<file path="src/rtl/pc_sequencer.sv">
// pc_sequencer: program-counter stage in front of an external combinational adder.
// It holds the fetch PC and drives that PC and a constant step into the adder.
// The adder's sum is registered as the next sequential PC.
// Stall, branch redirect, halt and address wrap are handled here.
// Each PC is offered to instruction memory and accepted fetches are counted.
//
// Handshake: pc is a request whenever pc_valid=1, and it is taken on a rising
// edge where pc_valid & imem_ready (a "fire"). While pc_valid & !imem_ready the
// pc is held stable. The one exception is a branch redirect, which discards the
// pending request by design. An accepted fetch shows its successor pc one
// cycle later.
module pc_sequencer #(
  parameter int W        = 42,
  parameter int STEP     = 1,
  parameter int RESET_PC = 0,
  parameter int CNT_W    = 32
) (
  input  logic             clk,
  input  logic             rst,
  output logic [W-1:0]     add_a,
  output logic [W-1:0]     add_b,
  input  logic [W-1:0]     add_sum,
  output logic [W-1:0]     pc,
  output logic             pc_valid,
  input  logic             imem_ready,
  input  logic             stall,
  input  logic             branch_valid,
  input  logic [W-1:0]     branch_target,
  input  logic             halt,
  output logic             halted,
  output logic             fault,
  output logic [CNT_W-1:0] fetch_count,
  output logic [1:0]       dbg_state
);

  typedef enum logic [1:0] {
    ST_BOOT   = 2'd0,
    ST_RUN    = 2'd1,
    ST_HALTED = 2'd2
  } state_t;

  localparam logic [CNT_W-1:0] CNT_MAX    = '1;
  localparam bit               STEP_POW2  = (STEP > 0) && ((STEP & (STEP - 1)) == 0);
  localparam logic [W-1:0]     ALIGN_MASK = W'(STEP - 1);

  state_t           r_state;
  state_t           w_state_nxt;
  logic [W-1:0]     r_pc;
  logic [W-1:0]     w_pc_nxt;
  logic             r_fault;
  logic             w_fault_nxt;
  logic [CNT_W-1:0] r_cnt;
  logic [CNT_W-1:0] w_cnt_nxt;
  logic             w_fire;
  logic             w_misaligned;
  logic             w_wrap;

  // Handshake and exception detection for the current cycle.
  always_comb begin
    w_fire       = (r_state == ST_RUN) && imem_ready;
    w_misaligned = STEP_POW2 && ((branch_target & ALIGN_MASK) != '0);
    w_wrap       = (add_sum < r_pc);
  end

  // Next-state, next-pc, fault and fetch counter; halt > branch > stall > fire.
  always_comb begin
    w_state_nxt = r_state;
    w_pc_nxt    = r_pc;
    w_fault_nxt = r_fault;
    w_cnt_nxt   = r_cnt;
    case (r_state)
      ST_BOOT: begin
        w_state_nxt = ST_RUN;
      end
      ST_RUN: begin
        // Every fire is counted, even on stall, branch or halt cycles.
        if (w_fire && (r_cnt != CNT_MAX)) begin
          w_cnt_nxt = r_cnt + 1'b1;
        end
        if (halt) begin
          w_state_nxt = ST_HALTED;
        end else if (branch_valid) begin
          w_pc_nxt = branch_target;
          if (w_misaligned) begin
            w_fault_nxt = 1'b1;
            w_state_nxt = ST_HALTED;
          end
        end else if (stall) begin
          w_pc_nxt = r_pc;
        end else if (w_fire) begin
          w_pc_nxt = add_sum;
          if (w_wrap) begin
            w_fault_nxt = 1'b1;
            w_state_nxt = ST_HALTED;
          end
        end
      end
      ST_HALTED: begin
        w_state_nxt = ST_HALTED;
      end
      default: begin
        w_state_nxt = ST_BOOT;
      end
    endcase
  end

  // State and datapath registers with synchronous reset.
  always_ff @(posedge clk) begin
    if (rst) begin
      r_state <= ST_BOOT;
      r_pc    <= W'(RESET_PC);
      r_fault <= 1'b0;
      r_cnt   <= '0;
    end else begin
      r_state <= w_state_nxt;
      r_pc    <= w_pc_nxt;
      r_fault <= w_fault_nxt;
      r_cnt   <= w_cnt_nxt;
    end
  end

  // Outputs are registered values only, except the adder operands.
  always_comb begin
    add_a       = r_pc;
    add_b       = W'(STEP);
    pc          = r_pc;
    pc_valid    = (r_state == ST_RUN);
    halted      = (r_state == ST_HALTED);
    fault       = r_fault;
    fetch_count = r_cnt;
    dbg_state   = r_state;
  end

endmodule

</file>
<file path="config.mk">
export PLATFORM = sky130hd
export DESIGN_NAME = pc_sequencer
export DESIGN_NICKNAME = d
export VERILOG_FILES = /design/src/rtl/pc_sequencer.sv
export SDC_FILE = /design/constraint.sdc
export NUM_CORES = 1
export LEC_CHECK = 0
export CORE_ASPECT_RATIO = 1.2
export CORE_MARGIN = 3
export CORE_UTILIZATION = 39
export DETAILED_ROUTE_END_ITERATION = 12
export GPL_TIMING_DRIVEN = 0
export PLACE_DENSITY = 0.9
export SLEW_MARGIN = 15
export SYNTH_ARGS = -nofsm -noshare
export SYNTH_HDL_FRONTEND = slang
export SYNTH_SLANG_ARGS = --single-unit
export TNS_END_PERCENT = 30
</file>
<file path="constraint.sdc">
create_clock -name clk -period 2.4 [get_ports clk]
set_input_delay 0.24 -clock clk [delete_from_list [all_inputs] [get_ports clk]]
set_output_delay 0.24 -clock clk [all_outputs]
set_load 0.05 [all_outputs]
</file>
Word-level counts from Yosys, hierarchy flattened
Cells that the tools add are included.
{"block": "op_classes", "eq_ne": 8, "reduce_logical": 8, "bitwise": 3, "addsub": 1, "n_mux": 9, "order_cmp": 1}
{"op": "2-to-1 mux 42 bit", "n": 3}
{"op": "less-than comparator 42 bit", "n": 1}
{"op": "adder 32 x 1 -> 32 bit, second input constant", "n": 1}
{"op": "inequality test 32 bit, second input constant", "n": 1}
{"op": "2-to-1 mux 2 bit", "n": 5}
{"op": "AND reduction 4 bit", "n": 2}
{"op": "inequality test 3 x 1 -> 1 bit, second input constant", "n": 2}
{"op": "inequality test 3 x 2 -> 1 bit, second input constant", "n": 2}
{"op": "case mux 2 bit (3 select lines)", "n": 1}
{"op": "AND reduction 6 bit", "n": 1}
{"op": "inverter 1 bit", "n": 3}
{"op": "equality test 2 x 1 -> 1 bit, second input constant", "n": 1}
{"op": "equality test 2 bit, second input constant", "n": 1}
{"op": "logical AND 1 bit", "n": 2}
{"op": "zero test 2 bit", "n": 1}
{"op": "inequality test 2 x 1 -> 1 bit, second input constant", "n": 1}
{"op": "AND reduction 2 bit", "n": 1}
{"op": "nonzero test 2 bit", "n": 1}
{"block": "totals", "inputBits": 90, "word_cells": 34, "output_inout_bits": 163, "regBits": 77}

Logic depth before layout (Yosys ltp)
{"block": "logic_depth", "word_depth": 7, "ltp_mapped": 9}

Worst setup path before layout
No wires, ideal clock.
{"block": "synth_timing", "path_type": "reg2reg", "start": "register r_state[0] (netlist: dbg_state[0])", "end": "register r_state[0] (netlist: dbg_state[0])", "setup_ns": 0.072, "slack_ns": -0.151, "period_less_slack_ns": 2.551, "path_stages_with_launch": 9, "arrival_ns": 2.479, "path_cell_list": "dfxtp_1 ha_1 nand2_1 nor4_1 o21ai_0 nand3b_1 and2_1 a31oi_1 mux2i_1"}
{"block": "synth_between", "elab_chain_cells": 4}
{"element": "start: declaration", "line": "46", "source": "state_t r_state;"}
{"element": "start signal: assignment", "line": "115", "source": "r_state <= w_state_nxt;"}
{"element": "equality test 2 x 1 -> 1 bit (*)"}
{"element": "via pc_valid", "line": "24", "source": "output logic pc_valid,"}
{"element": "logical AND 1 bit", "line": "60", "source": "w_fire = (r_state == ST_RUN) && imem_ready;"}
{"element": "inequality test 3 x 1 -> 1 bit (no line)"}
{"element": "AND reduction 4 bit (no line)"}
The timed path passes the listed nets; every way through them passes the cells marked *.
A chain may end at the register's enable or synchronous reset.

Final worst setup path
{"block": "layout_timing", "start": "register r_pc[17] (netlist: add_a[17])", "end": "register r_state[0] (netlist: dbg_state[0])"}
{"block": "layout_between", "elab_chain_cells": 3}
{"element": "start: declaration", "line": "48", "source": "logic [W-1:0] r_pc;"}
{"element": "start signal: assignment", "line": "111", "source": "r_pc <= W'(RESET_PC);"}
{"element": "start signal: assignment", "line": "116", "source": "r_pc <= w_pc_nxt;"}
{"element": "less-than comparator 42 bit", "line": "62", "source": "w_wrap = (add_sum < r_pc);"}
{"element": "inequality test 3 x 1 -> 1 bit (no line)"}
{"element": "AND reduction 4 bit (no line)"}
Every way passes these cells.

==> impl_metrics.csv <==
group,metric,value,unit
placed_design,hpwlAfterDp,13000,µm
critical_path,rr_worst_depth,9,
critical_path,start_kind,"register",
grt,use_met2,0.392,
grt,grt.met3_usage,0.0556,
yosys,synth.distinct_cells,41,
detailed_routing,drtIter0Drc,231,
pwr,leakagePower,3.18,nW
floorplanning,die-area,14700,µm²
yosys,synth-seq-cells,77,
critical_path,path_max_fanout,4,
floorplanning,core_area,12800,µm²
grt,top_usage_layer,"met2",
yosys,synth_cells,619,
floorplanning,die_x,111,µm
min_path,hold_class,"in2reg",
critical_path,criticalPathCategory,"reg2reg",
detailed_routing,dr.pass1.iters,4,
critical_path,timing.rr.start,"add_a[17]",
yosys,async_reset_ff_frac,0,
critical_path,rrSetupSlack,190,ps
placed_design,io_buffers,208,
clock_network,cts.htree.levels,3,
floorplanning,pin_count,253,
grt,grtUsageTotal,0.209,
clock_network,postCtsSetupRepairBufs,0,
clock_network,cts_buffer_depth,2,
sta,worst_slew_pin_slew,746,ps
critical_path,end_kind,"register",
critical_path,worstPathRequired,2660,ps
yosys,synth_edf_count,0,
placed_design,finalWeightedCongestion,0.879,
min_path,hold_start,"rst",
outcome,status,"finished clean",
sta,rsz0062_at_grt,"false",
grt,grt_pass1_vias,5315,
clock_network,root_buffer,"clkbuf_16",
sta,fin_crit,2210,ps
final_layout,synthToLayoutAreaGrowth,53.6,%
sta,setup_viol,0,
final_layout,drive_gt1_frac,0.130,
floorplanning,die_y,132,µm
pwr,peakVddDrop,380,µV
pwr,power_density,740,nW/µm²
grt,grt_use_met1,0.227,
sta,whs,433,ps
clock_network,path_clk_slew,60,ps
yosys,post_synth_instance_area,5180,µm²
final_layout,num_antenna_cells,0,
sta,fmax,452,MHz
sta,fin_setup_tns,0,ps
sta,report.final.hold_viol_count,0,
detailed_routing,vias,5074,
clock_network,cts_tree,"done",
detailed_routing,vias_per_cell,4.85,
floorplanning,num_rows,45,
sta,finClkSkew,9.12,ps
sta,drv_slew,0,
clock_network,clock_latency,330,ps
detailed_routing,final_antenna_net_count,0,
detailed_routing,drc,0,
sta,slew_headroom,0.503,
detailed_routing,wl_per_cell,15.0,µm
detailed_routing,wirelength,15700,µm
grt,grt.overflow.total,0,
floorplanning,start_util,0.404,
grt,grt_pass1_wl,25200,µm
clock_network,cts_made_buffers,9,
yosys,yosysSeqAreaShare,0.297,
min_path,holdPathStages,3,
yosys,synth-main-ff-cell,"dfxtp_1",
sta,min_period_over_period,0.921,
critical_path,r2r-end,"dbg_state[0]",
final_layout,finalNetCount,1013,
flow_run,drv_cap,0,
grt,grt_max_degree,13,
clock_network,ctsHoldBuffers,0,
yosys,post_synth.cell_area_avg,8.37,µm²
yosys,synth_warnings,0,
critical_path,arrival,2470,ps
min_path,hold_end,"dbg_state[1]",
clock_network,clock_sink_count,77,
grt,grt_antenna_before_repair,0,
[kinds of logic (layout without fill, tap and decap cells)]
family | Yosys count | after routing | synth area share
AND/OR/NAND/NOR | 176 | 176 | 0.167
buffers and inverters | 154 | 377 | 0.174
AO/OA/AOI/OAI | 94 | 94 | 0.121
flip-flops | 77 | 77 | 0.297
adder cells (fa/ha/maj) | 45 | 45 | 0.109
multiplexers | 44 | 44 | 0.0850
XOR/XNOR | 27 | 27 | 0.0456
other | 2 | 42 | 0.00145
[worst max-delay path by stage]
stage | to | slack [ps] | from
CTS | dbg_state[0] | -2 | add_a[17]
floorplan | add_a[12] | 5 | dbg_state[0]
global route | fetch_count[11] | 7 | fetch_count[1]
global placement | dbg_state[1] | -130 | add_sum[23]
finish | dbg_state[0] | 190 | add_a[17]
detailed placement | dbg_state[0] | -240 | add_sum[17]
[final cells by class]
class	instances	area, µm²
buffer	108	733
clock buffer	11	233
clock inverter	4	73.8
fill	1107	4870
inverter	46	173
multi-input combinational	428	2920
sequential	77	1540
tap	164	205
timing repair buffer	208	2080
[routing by layer]
| layer | share of wire | vias to the layer above |
|---|---|---|
| met1 | 0.37 | 2314 |
| met5 | 0 | - |
| met2 | 0.52 | 204 |
| li1 | - | 2527 |
| met4 | 0.023 | 0 |
| met3 | 0.089 | 29 |
[layout by cell type (no fill, tap or decap), types with 3 or more instances in the layout]
master / n
nor3_1: 7
buf_4: 84
xnor2_1: 17
inv_1: 46
and3_1: 8
nand2b_1: 6
clkbuf_1: 18
nand4_1: 15
nand3_1: 11
o21ai_0: 12
a211oi_1: 42
or3_1: 4
mux2i_1: 44
clkbuf_16: 9
clkdlybuf4s50_1: 208
clkbuf_2: 4
nor2b_1: 3
conb_1: 42
buf_1: 3
and4_1: 6
dfxtp_1: 77
a21oi_1: 27
nand2_1: 24
nor4_1: 3
nor2_1: 78
xor2_1: 10
ha_1: 44
[what timing repair did]
item                                    in CTS  in global routing
pin swaps                                    0                  1
endpoints found under the setup margin       1                 35
resized for setup                            0                 13
[state kept, by name (all words and copies together) (netlist names)]
| register | count |
|---|---|
| dbg_state | 2 |
| fetch_count | 32 |
| add_a | 42 |
| fault | 1 |
[through the flow]
stage	power [W]	area [µm²]	setup slack (ps)	instances	util
5_1_grt	0.00620	7960	6.54	1046	0.620
2_1_floorplan	0.00356	5340	5.12	659	-
3_3_place_gp	0.00442	7620	-125	1031	0.594
4_1_cts	0.00592	7930	-2.39	1046	0.618
6_report	0.00589	7960	189	1046	0.620
3_5_place_dp	0.00449	7620	-238	1031	0.594
[power breakdown]
| group | leakage (nW) | switching, W | internal [W] |
|---|---|---|---|
| combinational | 2.41 | 0.00180 | 0.00107 |
| clock | 0.150 | 0.000519 | 0.000905 |
| sequential | 0.624 | 0.000165 | 0.00142 |
| total | 3.18 | 0.00249 | 0.00340 |
[Yosys cell counts, drive strengths merged, types with 2 or more instances]
| cell | n | area share |
|---|---|---|
| mux2i | 44 | 0.085 |
| o21ai | 14 | 0.014 |
| ha | 45 | 0.11 |
| and3 | 8 | 0.0097 |
| nand3 | 12 | 0.013 |
| or3 | 6 | 0.0092 |
| nand4 | 15 | 0.018 |
| inv | 46 | 0.033 |
| nor2b | 3 | 0.0036 |
| and4 | 6 | 0.010 |
| nand2b | 6 | 0.0072 |
| and2 | 2 | 0.0024 |
| dfxtp | 77 | 0.30 |
| o21a | 2 | 0.0029 |
| clkbuf | 19 | 0.014 |
| a21oi | 28 | 0.027 |
| a211oi | 43 | 0.062 |
| conb | 2 | 0.0014 |
| nor2 | 78 | 0.056 |
| nor3 | 9 | 0.011 |
| nor4 | 4 | 0.0048 |
| nand2 | 24 | 0.017 |
| xor2 | 10 | 0.017 |
| buf | 89 | 0.13 |
| xnor2 | 17 | 0.029 |
[critical path, stage by stage (launching register included)]
cell,delay (ps)
dfxtp_1,370
inv_1,70
ha_1,310
a21oi_1,180
o21ai_0,110
a22o_1,230
nor3_1,200
o21ai_1,160
a31oi_2,270
mux2i_1,240
Note: power is estimated with default switching activity, not from simulation.
